## src/rtl/apb_req_pkg.sv

```systemverilog
// Shared types and constants for the sel/enable requester slice.
// No logic; latency not applicable.
// No flow control; consumed by the interface, top and timer.
package apb_req_pkg;

  // Requester phase: IDLE waits for a command, SETUP drives sel alone,
  // ACCESS adds enable until the slave is ready, RESP holds the result.
  typedef enum logic [1:0] {
    IDLE   = 2'd0,
    SETUP  = 2'd1,
    ACCESS = 2'd2,
    RESP   = 2'd3
  } state_t;

  localparam logic OP_WRITE = 1'b0;
  localparam logic OP_READ  = 1'b1;

  localparam int AW_DEF      = 4;
  localparam int DW_DEF      = 32;
  localparam int TIMEOUT_DEF = 255;

endpackage

```

## src/rtl/apb_req_master_if.sv

```systemverilog
// Bundles the command, response and slave-pin signals of the requester.
// Wires only; no latency.
// Carries the cmd valid/ready and rsp valid/ready handshakes unchanged.
interface apb_req_master_if
  import apb_req_pkg::*;
#(
  parameter int AW = AW_DEF,
  parameter int DW = DW_DEF
);

  // command port
  logic          cmd_valid;
  logic          cmd_ready;
  logic          cmd_op;
  logic [AW-1:0] cmd_addr;
  logic [DW-1:0] cmd_wdata;

  // response port
  logic          rsp_valid;
  logic          rsp_ready;
  logic [DW-1:0] rsp_rdata;
  logic          rsp_err;

  // slave pins
  logic          sel;
  logic          enable;
  logic          op;
  logic [AW-1:0] addr;
  logic [DW-1:0] wdata;
  logic          ready;
  logic [DW-1:0] rdata;

  // status
  logic          busy;

  modport master (
    input  cmd_valid, cmd_op, cmd_addr, cmd_wdata,
    input  rsp_ready, ready, rdata,
    output cmd_ready, rsp_valid, rsp_rdata, rsp_err,
    output sel, enable, op, addr, wdata, busy
  );

  modport slave (
    output cmd_valid, cmd_op, cmd_addr, cmd_wdata,
    output rsp_ready, ready, rdata,
    input  cmd_ready, rsp_valid, rsp_rdata, rsp_err,
    input  sel, enable, op, addr, wdata, busy
  );

endinterface

```

## src/rtl/apb_wait_timer.sv

```systemverilog
// Counts ACCESS cycles spent waiting on the slave; flags the last allowed one.
// count updates one cycle after inc; expired decodes combinationally from count.
// No handshake: inc/clr are sampled every cycle, count saturates at all-ones.
module apb_wait_timer
  import apb_req_pkg::*;
#(
  parameter  int LIMIT = TIMEOUT_DEF,
  localparam int CW    = $clog2(LIMIT + 1)
) (
  input  logic          clk,
  input  logic          rst,
  input  logic          clr,
  input  logic          inc,
  output logic [CW-1:0] count,
  output logic          expired
);

  // Saturating wait counter, cleared on reset or when the transfer retires.
  always_ff @(posedge clk) begin
    if (rst || clr) begin
      count <= '0;
    end else if (inc && (count != '1)) begin
      count <= count + CW'(1);
    end
  end

  // The cycle holding LIMIT-1 is the last ACCESS cycle allowed without ready.
  assign expired = (count == CW'(LIMIT - 1));

endmodule

```

## src/rtl/apb_req_master.sv

```systemverilog
// Requester for the sel/enable slave: cmd -> SETUP -> ACCESS -> RESP; optional timeout via APB_REQ_MASTER_TIMEOUT_EN.
// sel at T+1, enable at T+2 after accept at T; rsp_valid one cycle after ready is sampled (min 3 cycles).
// One transfer in flight: cmd_ready only in IDLE; RESP holds until rsp_ready, stalling new commands.
module apb_req_master
  import apb_req_pkg::*;
#(
  parameter int AW      = AW_DEF,
  parameter int DW      = DW_DEF,
  parameter int TIMEOUT = TIMEOUT_DEF
) (
  input logic               clk,
  input logic               rst,
  apb_req_master_if.master  bus
);

  state_t        state;
  state_t        state_nxt;
  logic          sel_nxt;
  logic          enable_nxt;
  logic          op_nxt;
  logic [AW-1:0] addr_nxt;
  logic [DW-1:0] wdata_nxt;
  logic          rsp_valid_nxt;
  logic [DW-1:0] rsp_rdata_nxt;
  logic          rsp_err_nxt;
  logic          accept;
  logic          timeout_hit;

  // Only these two are decoded from state; everything else is a flop.
  assign bus.cmd_ready = (state == IDLE) && !rst;
  assign bus.busy      = (state != IDLE);
  assign accept        = bus.cmd_valid && bus.cmd_ready;

`ifdef APB_REQ_MASTER_TIMEOUT_EN
  localparam int TCW = $clog2(TIMEOUT + 1);

  logic [TCW-1:0] wait_cnt;
  logic           tmr_expired;
  logic           tmr_clr;
  logic           tmr_inc;

  assign tmr_clr = (state == RESP) && bus.rsp_ready;
  assign tmr_inc = (state == ACCESS) && !bus.ready;

  apb_wait_timer #(
    .LIMIT (TIMEOUT)
  ) u_wait_timer (
    .clk     (clk),
    .rst     (rst),
    .clr     (tmr_clr),
    .inc     (tmr_inc),
    .count   (wait_cnt),
    .expired (tmr_expired)
  );

  // expired and the raw count describe the same cycle; require both to agree.
  assign timeout_hit = tmr_expired && (wait_cnt == TCW'(TIMEOUT - 1));
`else
  // Without the timer ACCESS waits forever; this compare is constant false.
  assign timeout_hit = (TIMEOUT < 0);
`endif

  // Next state and next values of the registered slave/response outputs.
  always_comb begin
    state_nxt     = state;
    sel_nxt       = 1'b0;
    enable_nxt    = 1'b0;
    op_nxt        = bus.op;
    addr_nxt      = bus.addr;
    wdata_nxt     = bus.wdata;
    rsp_valid_nxt = 1'b0;
    rsp_rdata_nxt = bus.rsp_rdata;
    rsp_err_nxt   = bus.rsp_err;
    case (state)
      IDLE: begin
        if (accept) begin
          state_nxt = SETUP;
          sel_nxt   = 1'b1;
          op_nxt    = bus.cmd_op;
          addr_nxt  = bus.cmd_addr;
          wdata_nxt = bus.cmd_wdata;
        end
      end
      SETUP: begin
        state_nxt  = ACCESS;
        sel_nxt    = 1'b1;
        enable_nxt = 1'b1;
      end
      ACCESS: begin
        sel_nxt    = 1'b1;
        enable_nxt = 1'b1;
        // ready wins over a timeout landing in the same cycle
        if (bus.ready) begin
          state_nxt     = RESP;
          sel_nxt       = 1'b0;
          enable_nxt    = 1'b0;
          rsp_valid_nxt = 1'b1;
          rsp_rdata_nxt = (bus.op == OP_READ) ? bus.rdata : '0;
          rsp_err_nxt   = 1'b0;
        end else if (timeout_hit) begin
          state_nxt     = RESP;
          sel_nxt       = 1'b0;
          enable_nxt    = 1'b0;
          rsp_valid_nxt = 1'b1;
          rsp_rdata_nxt = '0;
          rsp_err_nxt   = 1'b1;
        end
      end
      RESP: begin
        if (bus.rsp_ready) begin
          state_nxt = IDLE;
        end else begin
          rsp_valid_nxt = 1'b1;
        end
      end
      default: state_nxt = IDLE;
    endcase
  end

  // State and registered outputs; reset aborts any transfer without a response.
  always_ff @(posedge clk) begin
    if (rst) begin
      state         <= IDLE;
      bus.sel       <= 1'b0;
      bus.enable    <= 1'b0;
      bus.op        <= 1'b0;
      bus.addr      <= '0;
      bus.wdata     <= '0;
      bus.rsp_valid <= 1'b0;
      bus.rsp_rdata <= '0;
      bus.rsp_err   <= 1'b0;
    end else begin
      state         <= state_nxt;
      bus.sel       <= sel_nxt;
      bus.enable    <= enable_nxt;
      bus.op        <= op_nxt;
      bus.addr      <= addr_nxt;
      bus.wdata     <= wdata_nxt;
      bus.rsp_valid <= rsp_valid_nxt;
      bus.rsp_rdata <= rsp_rdata_nxt;
      bus.rsp_err   <= rsp_err_nxt;
    end
  end

endmodule
```

## src/flat_wrapper.sv

```systemverilog
// flat-port wrapper written by rule: the top's interface ports become plain ports
module apb_req_master_flat import apb_req_pkg::*;
#(
  parameter int AW      = AW_DEF,
  parameter int DW      = DW_DEF,
  parameter int TIMEOUT = TIMEOUT_DEF
)
  (clk, rst, bus_cmd_valid, bus_cmd_op, bus_cmd_addr, bus_cmd_wdata, bus_rsp_ready, bus_ready, bus_rdata, bus_cmd_ready, bus_rsp_valid, bus_rsp_rdata, bus_rsp_err, bus_sel, bus_enable, bus_op, bus_addr, bus_wdata, bus_busy);
  apb_req_master_if #(.AW(AW), .DW(DW)) bus_i ();
  input logic clk;
  input logic rst;
  input wire logic [$bits(bus_i.cmd_valid)-1:0] bus_cmd_valid;
  input wire logic [$bits(bus_i.cmd_op)-1:0] bus_cmd_op;
  input wire logic [$bits(bus_i.cmd_addr)-1:0] bus_cmd_addr;
  input wire logic [$bits(bus_i.cmd_wdata)-1:0] bus_cmd_wdata;
  input wire logic [$bits(bus_i.rsp_ready)-1:0] bus_rsp_ready;
  input wire logic [$bits(bus_i.ready)-1:0] bus_ready;
  input wire logic [$bits(bus_i.rdata)-1:0] bus_rdata;
  output wire logic [$bits(bus_i.cmd_ready)-1:0] bus_cmd_ready;
  output wire logic [$bits(bus_i.rsp_valid)-1:0] bus_rsp_valid;
  output wire logic [$bits(bus_i.rsp_rdata)-1:0] bus_rsp_rdata;
  output wire logic [$bits(bus_i.rsp_err)-1:0] bus_rsp_err;
  output wire logic [$bits(bus_i.sel)-1:0] bus_sel;
  output wire logic [$bits(bus_i.enable)-1:0] bus_enable;
  output wire logic [$bits(bus_i.op)-1:0] bus_op;
  output wire logic [$bits(bus_i.addr)-1:0] bus_addr;
  output wire logic [$bits(bus_i.wdata)-1:0] bus_wdata;
  output wire logic [$bits(bus_i.busy)-1:0] bus_busy;
  assign bus_i.cmd_valid = bus_cmd_valid;
  assign bus_i.cmd_op = bus_cmd_op;
  assign bus_i.cmd_addr = bus_cmd_addr;
  assign bus_i.cmd_wdata = bus_cmd_wdata;
  assign bus_i.rsp_ready = bus_rsp_ready;
  assign bus_i.ready = bus_ready;
  assign bus_i.rdata = bus_rdata;
  assign bus_cmd_ready = bus_i.cmd_ready;
  assign bus_rsp_valid = bus_i.rsp_valid;
  assign bus_rsp_rdata = bus_i.rsp_rdata;
  assign bus_rsp_err = bus_i.rsp_err;
  assign bus_sel = bus_i.sel;
  assign bus_enable = bus_i.enable;
  assign bus_op = bus_i.op;
  assign bus_addr = bus_i.addr;
  assign bus_wdata = bus_i.wdata;
  assign bus_busy = bus_i.busy;
  apb_req_master #(.AW(AW), .DW(DW), .TIMEOUT(TIMEOUT)) u_core (.clk(clk), .rst(rst), .bus(bus_i));
endmodule
```

## config.mk

```make
export PLATFORM = sky130hd
export DESIGN_NAME = apb_req_master_flat
export DESIGN_NICKNAME = d
export VERILOG_FILES = /design/src/rtl/apb_req_pkg.sv /design/src/rtl/apb_req_master_if.sv /design/src/rtl/apb_wait_timer.sv /design/src/rtl/apb_req_master.sv /design/src/flat_wrapper.sv
export SDC_FILE = /design/constraint.sdc
export NUM_CORES = 1
export LEC_CHECK = 0
export BUFFER_PORTS_ARGS = -buffer_cell sky130_fd_sc_hd__buf_4
export CORE_MARGIN = 3
export CORE_UTILIZATION = 38
export DETAILED_ROUTE_END_ITERATION = 10
export GPL_ROUTABILITY_DRIVEN = 0
export HOLD_SLACK_MARGIN = 0.03
export PLACE_DENSITY_LB_ADDON = 0.2
export SLEW_MARGIN = 10
export SYNTH_ARGS = -nofsm -noshare
export SYNTH_HDL_FRONTEND = slang
export SYNTH_SLANG_ARGS = --single-unit
```

## constraint.sdc

```tcl
create_clock -name clk -period 1.5 [get_ports clk]
set_clock_uncertainty 0.05 [all_clocks]
set_input_delay 0.3 -clock clk [delete_from_list [all_inputs] [get_ports clk]]
set_output_delay 0.3 -clock clk [all_outputs]
set_load 0.05 [all_outputs]
```

==> results of run 1 <==
-- timing repair --
item	4_1_cts	5_1_grt
cloned	0	5
endpoints found under the setup margin	2	12
resized for setup	9	9
setup buffers	7	0
pin swaps	2	3
-- sequential cells by signal, summed over array words and instances (netlist names) --
| name | cells |
|---|---|
| u_core.bus.sel | 1 |
| u_core.bus.op | 1 |
| u_core.bus.addr | 4 |
| u_core.bus.rsp_valid | 1 |
| u_core.bus.enable | 1 |
| u_core.bus.wdata | 32 |
| u_core.state | 2 |
| u_core.bus.rsp_rdata | 32 |
-- power groups by stage --
stage / combinational [W] / sequential (W) / clock (W)
3_5_place_dp: 0.00266 / 0.00245 / 0
2_1_floorplan: 0.000928 / 0.00330 / 0
5_1_grt: 0.00323 / 0.00244 / 0.00198
3_3_place_gp: 0.00263 / 0.00244 / 0
4_1_cts: 0.00288 / 0.00241 / 0.00190
6_report: 0.00306 / 0.00241 / 0.00185
-- metal layers --
layer	up-vias	global-route usage [%]	wire length (microns)	part of all wire, %
met5	-	0	0	0
met4	0	4.76	85	1.0
met3	8	7.39	858	10
met2	113	27.8	3820	46
met1	1328	22.2	3460	42
li1	1435	-	-	-
-- area by class of cell --
type,count,area share [%]
Inverter,6,0.689
Clock inverter,5,2.26
Multi-Input combinational cell,227,27.5
Sequential cell,74,32.8
Tap cell,99,2.73
Timing Repair Buffer,173,31.0
Clock buffer,10,3.03
-- cells in the mapped netlist (all sizes together) --
cell    number
ha           5
mux2i        1
dfxtp       74
a211oi       1
conb         1
a221oi       1
o221ai       1
clkbuf       6
nand2       70
a21oi       34
nor2         3
and3b        1
inv          6
o21ai       37
buf         26
nand4       32
nand2b      40
-- cells in the final DEF, fill, tap and decap left out, drive strengths merged --
cell,instances
conb,1
nor2,3
inv,5
bufinv,3
a211oi,1
o221ai,1
clkinv,1
o21ai,37
and3b,1
nand2,70
mux2i,1
a221oi,1
clkbuf,13
a21oi,34
dfxtp,74
buf,170
nand2b,40
ha,5
clkinvlp,2
nand4,32
-- per-stage QoR --
step           setup TNS [ns]  std cells
4_1_cts                -0.244        589
3_3_place_gp                0        567
6_report               -0.183        594
5_1_grt                -0.673        594
2_1_floorplan         -0.0133        339
3_5_place_dp                0        567
-- logic make-up (layout without fill, tap and decap cells) --
family,after synthesis,in the layout
multiplexers,1,1
AND/OR/NAND/NOR,146,146
AO/OA/AOI/OAI,74,74
buffers and inverters,38,194
other,1,1
adder cells (fa/ha/maj),5,5
flip-flops,74,74
-- final timing paths --
path | end | cells after the start | slack, ns
setup / recovery | bus_cmd_ready | 5 | -0.11
hold / removal | u_core.bus.addr[0] | 3 | 0.11
setup reg to reg | u_core.bus.sel | 7 | 0.02
hold reg to reg | u_core.bus.rsp_rdata[19] | 2 | 0.40
-- worst max-delay path, stage by stage, from the launching register on --
cell and delay, ns:
dfxtp_4 0.36, inv_4 0.06, ha_4 0.14, clkinvlp_4 0.12, nor2_4 0.11, buf_8 0.15
==> run_results.csv, run 1 <==
group,metric,value,unit
job,drv_cap,0,
cells_and_area,layout-drive-gt1-share,40.8,%
grt,grtUsageTotal,17.7,%
placement,place_ws,0.0512,ns
cells_and_area,seqCellArea,1490,sq um
worst_hold_path,hp-start,"bus_cmd_addr[0]",
timing,layout_worst_path_cycle_share,108,%
placement,dp_hpwl,5.47,mm
yosys,seq_area_frac_synth,51.7,%
pwr,power,0.00731,W
grt,grt_max_degree,41,
pwr,p_per_area,1610,nW/um^2
cts,cts_tree,"yes",
grt,grt_pass1_vias,2703,
pwr,p_leak,1.94,nW
worst_setup_path,required,1.15,ns
worst_hold_path,hp-class,"in -> reg",
timing,maxSlewViolCount,0,
worst_setup_path,critical_path_class,"reg -> out",
pwr,internal_power,0.00453,W
yosys,yosys.area.top_type_share,51.7,%
worst_setup_path,crit_arrival,1.26,ns
yosys,synth-compound-area-share,13.3,%
detailed_routing,drtIter0Drc,78,
timing,setup_slack,-0.114,ns
pwr,vdd_drop_max,0.000810,V
detailed_routing,wl,8.22,mm
timing,max_freq,620,MHz
yosys,synth-adder-area-share,2.18,%
placement,dpl-instance-area,4090,sq um
cts,insertion_delay,0.33,ns
cells_and_area,multiInputGateArea,1250,sq um
floorplan,start_util,39.3,%
pwr,p_switching,0.00279,W
timing,setup-violations-final,2,
yosys,yosysTopAreaCell,"dfxtp_1",
pwr,p_seq_share,33.0,%
pwr,comb_power_share,41.8,%
detailed_routing,num_vias,2884,
yosys,syn_nets,418,
floorplan,die_w,92.8,microns
worst_setup_path,crit_fanout,3,
grt,grt_overflow,0,
timing,hold_ws,0.111,ns
cts,hold_buffers,0,
yosys,muxShareOfSynthArea,0.349,%
floorplan,coreArea,7290,sq um
detailed_routing,wl_per_cell,13.8,microns
cts,cts.sinks,74,
timing,min_period,1.61,ns
cells_and_area,nets,570,
yosys,syn_area_per_cell,8.45,sq um
yosys,synth_top_family_by_area,"simple AND/OR/NAND/NOR gates",
yosys,netlist_area,2870,sq um
worst_setup_path,r2r_start,"u_core.state[0]",
cells_and_area,design_area,4540,sq um
cells_and_area,n_fill_cell,655,
pwr,clockPowerShare,25.3,%
worst_setup_path,critPathLaunchType,"flip-flop",
outcome,status,"finished, violations left",
outcome,violations,"negative setup slack",
floorplan,dieArea,8620,sq um
detailed_routing,dr.pass1.iters,4,
floorplan,num_io_pins,149,
cells_and_area,diodes,0,
yosys,netlist_instances,339,
yosys,ys_seq_elements,74,
grt,grt_pass1_wl,12.4,mm
floorplan,fp-row-count,31,
cts,cts-htree-levels,3,
placement,port_buffers,147,
worst_setup_path,cp-startpoint,"u_core.state[0]",
cells_and_area,final_core_util,62.2,%
grt,grt_antenna_before_repair,0,
timing,rsz0062_at_grt,"yes",
detailed_routing,drc,0,
yosys,ys_top_cells_by_area,"dfxtp_1, nand2_1, nand2b_1",
detailed_routing,viasPerCell,4.86,
yosys,synth-xor-area-share,0,%
cts,cts_root_buffer,"clkbuf_8",
cts,path_clk_slew,0.08,ns
timing,hold_viol,0,
detailed_routing,ant_nets,0,
cells_and_area,syn_to_final_growth,58.4,%
floorplan,die_y,92.8,microns
yosys,synth.distinct_cells,20,
cts,numCtsBuffers,9,
cts,cts_buffer_depth,2,
pwr,switching_share,38.1,%
yosys,synthSimpleGateAreaFrac,25.6,%
worst_setup_path,critical_path.endpoint_type,"output port",
yosys,yosysWarningCount,0,
Power figures use the tool's default switching activity.
==> inputs of run 2 (changes only) <==
Settings changed: CORE_ASPECT_RATIO set to 2.
==> run 2 against run 1 <==
- the run still ends with negative setup slack left
- die area increased by 0.73%
- clock power about the same
- sequential share of layout area decreased by 0.70 points
- clock-buffer cell count increased by 1
- largest cell class unchanged
- highest routed layer unchanged
==> run_results.csv, run 2 (synthesis gave the netlist of run 1 again) <==
group,metric,value,unit
detailed_routing,wl_per_cell,15.0,microns
timing,setup-violations-final,2,
detailed_routing,ant_nets,0,
floorplan,start_util,39.1,%
job,drv_cap,0,
worst_setup_path,crit_arrival,1.26,ns
placement,port_buffers,147,
pwr,p_switching,0.00286,W
worst_setup_path,critical_path.endpoint_type,"output port",
grt,grt_max_degree,61,
cells_and_area,layout-drive-gt1-share,43.1,%
timing,layout_worst_path_cycle_share,107,%
floorplan,fp-row-count,44,
cts,cts.sinks,74,
timing,rsz0062_at_grt,"yes",
timing,max_freq,621,MHz
grt,grt_pass1_wl,12.2,mm
cells_and_area,n_fill_cell,658,
pwr,internal_power,0.00455,W
pwr,comb_power_share,42.1,%
cts,path_clk_slew,0.05,ns
pwr,p_leak,2.01,nW
floorplan,num_io_pins,149,
cts,cts-htree-levels,3,
worst_setup_path,slowest_stage,"dfxtp_4",
grt,grtUsageTotal,18.4,%
grt,grt_overflow,0,
cells_and_area,final_cell_mix,"buf_4, dfxtp_1, nand2_1",
floorplan,dieArea,8680,sq um
detailed_routing,num_vias,2893,
detailed_routing,dr.pass1.iters,4,
pwr,vdd_drop_max,0.00117,V
timing,setup_slack,-0.110,ns
placement,place_ws,0.0916,ns
timing,hold_viol,0,
pwr,clockPowerShare,25.3,%
pwr,p_seq_share,32.6,%
worst_setup_path,critical_path_class,"reg -> out",
cts,cts_root_buffer,"clkbuf_16",
outcome,violations,"negative setup slack",
detailed_routing,viasPerCell,4.95,
cells_and_area,reg_top3,"u_core.bus.rsp_rdata: 32 flops, u_core.bus.wdata: 32 flops, u_core.bus.addr: 4 flops",
worst_setup_path,crit_fanout,3,
worst_setup_path,timing.critical_path.buf_inv,3,
pwr,p_per_area,1600,nW/um^2
worst_setup_path,crit_path_cell_trace,"inv_4, ha_4, clkinvlp_4, nor2_4, buf_8",
cells_and_area,nets,568,
worst_setup_path,required,1.15,ns
outcome,status,"finished, violations left",
timing,min_period,1.61,ns
detailed_routing,drtIter0Drc,219,
floorplan,die_y,129,microns
grt,grt_antenna_before_repair,0,
cells_and_area,layout_commonest_cell,"buf_4",
worst_setup_path,path_delay_family,"flip-flops",
worst_setup_path,cpPeakStageDelay,0.35,ns
cells_and_area,diodes,0,
pwr,switching_share,38.6,%
floorplan,coreArea,7320,sq um
timing,setup-tns-final,-0.168,ns
detailed_routing,drc,0,
placement,dp_hpwl,5.66,mm
timing,maxSlewViolCount,0,
placement,placedCellCount,555,
grt,grt_pass1_vias,2613,
cells_and_area,syn_to_final_growth,61.6,%
detailed_routing,wl,8.77,mm
floorplan,die_w,67.4,microns
cts,cts_tree,"yes",
cts,insertion_delay,0.33,ns
cts,numCtsBuffers,9,
worst_setup_path,critPathLaunchType,"flip-flop",
cts,hold_buffers,0,
cells_and_area,fin_cells,584,
worst_hold_path,hp-class,"in -> reg",
cts,cts_buffer_depth,2,
run 2: cell count changes in the layout (fill, tap and decap cells not counted), moves of 5 or more:
cell / before / now
clkbuf_16: 3 / 14
clkbuf_8: 10 / 1
nand2_1: 69 / 58
nand2_2: 1 / 7
nand2_4: 0 / 5
o21ai_0: 19 / 6
o21ai_1: 16 / 25
run 2: final cells by class:
| cell class | count | area (sq um) | area share, % |
|---|---|---|---|
| flip-flops and latches | 74 | 1490 | 32.1 |
| inverters | 6 | 28.8 | 0.622 |
| repair buffers | 171 | 1440 | 31.1 |
| well taps | 92 | 115 | 2.49 |
| multi-input cells | 227 | 1300 | 28.1 |
| clock buffers | 11 | 243 | 5.24 |
| clock inverters | 3 | 17.5 | 0.378 |
run 2: final timing paths:
path / start / end / slack, ns / cells past startpoint
worst max-delay path: u_core.state[1] / bus_cmd_ready / -0.11 / 5
worst min-delay path: bus_cmd_wdata[17] / u_core.bus.wdata[17] / 0.12 / 3
worst max register to register: u_core.state[1] / u_core.bus.wdata[24] / 0 / 8
worst min register to register: u_core.bus.rsp_rdata[18] / u_core.bus.rsp_rdata[18] / 0.40 / 2
run 2: per-stage QoR:
| step | hold WS, ns | total power (W) | util (%) | instance area, sq um |
|---|---|---|---|---|
| CTS | 0.107 | 0.00707 | 59.3 | 4340 |
| detailed placement | 0.394 | 0.00505 | 55.1 | 4030 |
| global route | 0.113 | 0.00774 | 63.2 | 4630 |
| floorplan | 0.359 | 0.00422 | - | 2890 |
| finish | 0.118 | 0.00741 | 63.2 | 4630 |
| global placement | 0.388 | 0.00501 | 55.1 | 4030 |
run 2: what timing repair did:
item                                   in CTS  in global routing
buffers inserted                            5                  3
resized for setup                           4                 45
pin swaps                                   2                 11
setup endpoints to repair                   2                 53
endpoints found under the hold margin       0                  0
gates cloned                                0                  7
run 2: power by group through the flow:
stage	Clock, W	Sequential (W)	Combinational (W)
floorplan	0	0.00330	0.000928
global placement	0	0.00244	0.00257
detailed placement	0	0.00246	0.00259
CTS	0.00193	0.00241	0.00273
global route	0.00199	0.00245	0.00330
finish	0.00188	0.00242	0.00312
run 2: worst min-delay path, cell delays in order:
cell,delay [ns]
buf_4,0.07
nand2_1,0.03
o21ai_0,0.05
run 2: per-layer routing:
| metal | part of all wire, % | track usage, % | vias to the layer above |
|---|---|---|---|
| li1 | - | - | 1440 |
| met1 | 37 | 19.7 | 1316 |
| met2 | 54 | 32.0 | 123 |
| met3 | 7.8 | 6.38 | 14 |
| met4 | 1.9 | 7.89 | 0 |
| met5 | 0 | 0 | - |
==> inputs of run 3 (changes only) <==
Settings changed: CORE_ASPECT_RATIO 2 to 0.75.
==> run 3 against run 2 <==
- the run still ends with negative setup slack left
- clock-buffer cell count rose by 2
- hold slack got worse by 0.010 ns
- combinational power fell by 12%
- die area shrank 0.60%
- via count down 4.1%
- sequential share of layout area is 2.6 points higher
- register-to-register slack improved by 0.04 ns
- highest routed layer unchanged
==> run_results.csv, run 3 (synthesis gave the netlist of run 1 again) <==
group,metric,value,unit
outcome,status,"finished, violations left",
outcome,violations,"negative setup slack",
floorplan,die_w,106,microns
worst_setup_path,required,1.15,ns
cells_and_area,syn_to_final_growth,49.6,%
worst_setup_path,critical_path.endpoint_type,"output port",
cts,cts_root_buffer,"clkbuf_8",
timing,setup-tns-final,-0.196,ns
cells_and_area,fin_cells,580,
timing,layout_worst_path_cycle_share,108,%
timing,max_freq,617,MHz
grt,grt_max_degree,50,
cts,path_clk_slew,0.07,ns
worst_setup_path,cpPeakStageDelay,0.36,ns
worst_setup_path,rrSetupSlack,0.04,ns
timing,maxSlewViolCount,0,
detailed_routing,ant_nets,0,
grt,grt_antenna_before_repair,0,
floorplan,num_io_pins,149,
cts,cts_buffer_depth,2,
detailed_routing,dr.pass1.iters,4,
placement,dp_hpwl,5.48,mm
cells_and_area,reg_top3,"u_core.bus.rsp_rdata: 32 flops, u_core.bus.wdata: 32 flops, u_core.bus.addr: 4 flops",
worst_setup_path,crit_path_cell_trace,"inv_4, ha_4, clkinvlp_4, nor2_4, buf_8",
floorplan,fp-row-count,26,
cells_and_area,nets,556,
pwr,p_switching,0.00266,W
cells_and_area,layout-drive-gt1-share,37.6,%
pwr,clockPowerShare,20.6,%
cts,numCtsBuffers,9,
detailed_routing,wl_per_cell,13.9,microns
pwr,internal_power,0.00383,W
pwr,p_per_area,1510,nW/um^2
pwr,p_leak,1.83,nW
grt,grt_pass1_wl,12.6,mm
detailed_routing,drc,0,
pwr,power,0.00649,W
cts,cts_tree,"yes",
worst_setup_path,crit_fanout,3,
grt,grtUsageTotal,18.2,%
pwr,p_seq_share,36.9,%
pwr,comb_power_share,42.5,%
placement,port_buffers,147,
detailed_routing,wl,8.06,mm
cells_and_area,final_cell_mix,"buf_4, dfxtp_1, nand2_1",
pwr,switching_share,41.0,%
cts,cts.sinks,74,
floorplan,coreArea,7060,sq um
grt,grt_overflow,0,
worst_setup_path,critical_path_class,"reg -> out",
timing,rsz0062_at_grt,"yes",
cts,insertion_delay,0.33,ns
placement,placedCellCount,560,
floorplan,dieArea,8630,sq um
cts,cts-htree-levels,3,
worst_setup_path,slowest_stage,"dfxtp_4",
timing,setup-violations-final,2,
job,drv_cap,0,
detailed_routing,num_vias,2774,
floorplan,die_y,81.2,microns
timing,hold_viol,0,
placement,place_ws,0.0929,ns
worst_setup_path,critPathLaunchType,"flip-flop",
timing,min_period,1.62,ns
pwr,vdd_drop_max,0.000635,V
worst_hold_path,hp-class,"in -> reg",
timing,setup_slack,-0.120,ns
worst_setup_path,crit_arrival,1.27,ns
grt,grt_pass1_vias,2659,
detailed_routing,viasPerCell,4.78,
cells_and_area,diodes,0,
floorplan,start_util,40.6,%
cells_and_area,layout_commonest_cell,"buf_4",
detailed_routing,drtIter0Drc,95,
[run 3: cell type report]
class | count | area [sq um]
tap | 98 | 123
multi-input combinational | 227 | 1210
sequential | 74 | 1490
fill | 636 | 2770
timing repair buffer | 159 | 1270
clock inverter | 3 | 15.0
clock buffer | 13 | 149
inverter | 6 | 28.8
[run 3: power groups by stage]
stage / Clock, W / Sequential, W / Combinational [W]
3_3_place_gp: 0 / 0.00244 / 0.00260
5_1_grt: 0.00147 / 0.00244 / 0.00293
3_5_place_dp: 0 / 0.00245 / 0.00263
2_1_floorplan: 0 / 0.00330 / 0.000928
6_report: 0.00133 / 0.00240 / 0.00276
4_1_cts: 0.00139 / 0.00240 / 0.00273
[run 3: repair_timing]
action	CTS	global route
resized for setup	5	1
hold buffers	0	0
pin swaps	1	0
gates cloned	0	1
buffers inserted	3	0
setup endpoints to repair	2	17
[run 3: metrics by stage]
stage / area [sq um] / hold slack (ns) / util (%)
3_3_place_gp: 4060 / 0.389 / 57.5
2_1_floorplan: 2890 / 0.359 / -
4_1_cts: 4260 / 0.0885 / 60.3
3_5_place_dp: 4060 / 0.396 / 57.5
6_report: 4290 / 0.108 / 60.7
5_1_grt: 4290 / 0.0974 / 60.7
[run 3: worst max-delay path, delay by kind of cell (launching register included)]
kind / cells / cell delay, ns
adder cells (fa/ha/maj): 1 / 0.15
buffers and inverters: 3 / 0.33
flip-flops: 1 / 0.36
AND/OR/NAND/NOR: 1 / 0.10
[run 3: metal layers]
layer | vias up | track usage [%] | routed length [microns]
met5 | - | 0 | 0
met4 | 0 | 6.08 | 92
met3 | 7 | 5.24 | 505
met2 | 80 | 32.2 | 4060
met1 | 1279 | 21.5 | 3400
li1 | 1408 | - | -
[run 3: path summary, 6_finish.rpt]
path / cells past startpoint / endpoint / from
min reg2reg: 2 / u_core.bus.rsp_rdata[20] / u_core.bus.rsp_rdata[20]
max reg2reg: 5 / u_core.state[0] / u_core.state[1]
min: 3 / u_core.bus.wdata[10] / bus_cmd_wdata[10]
max: 5 / bus_cmd_ready / u_core.state[0]
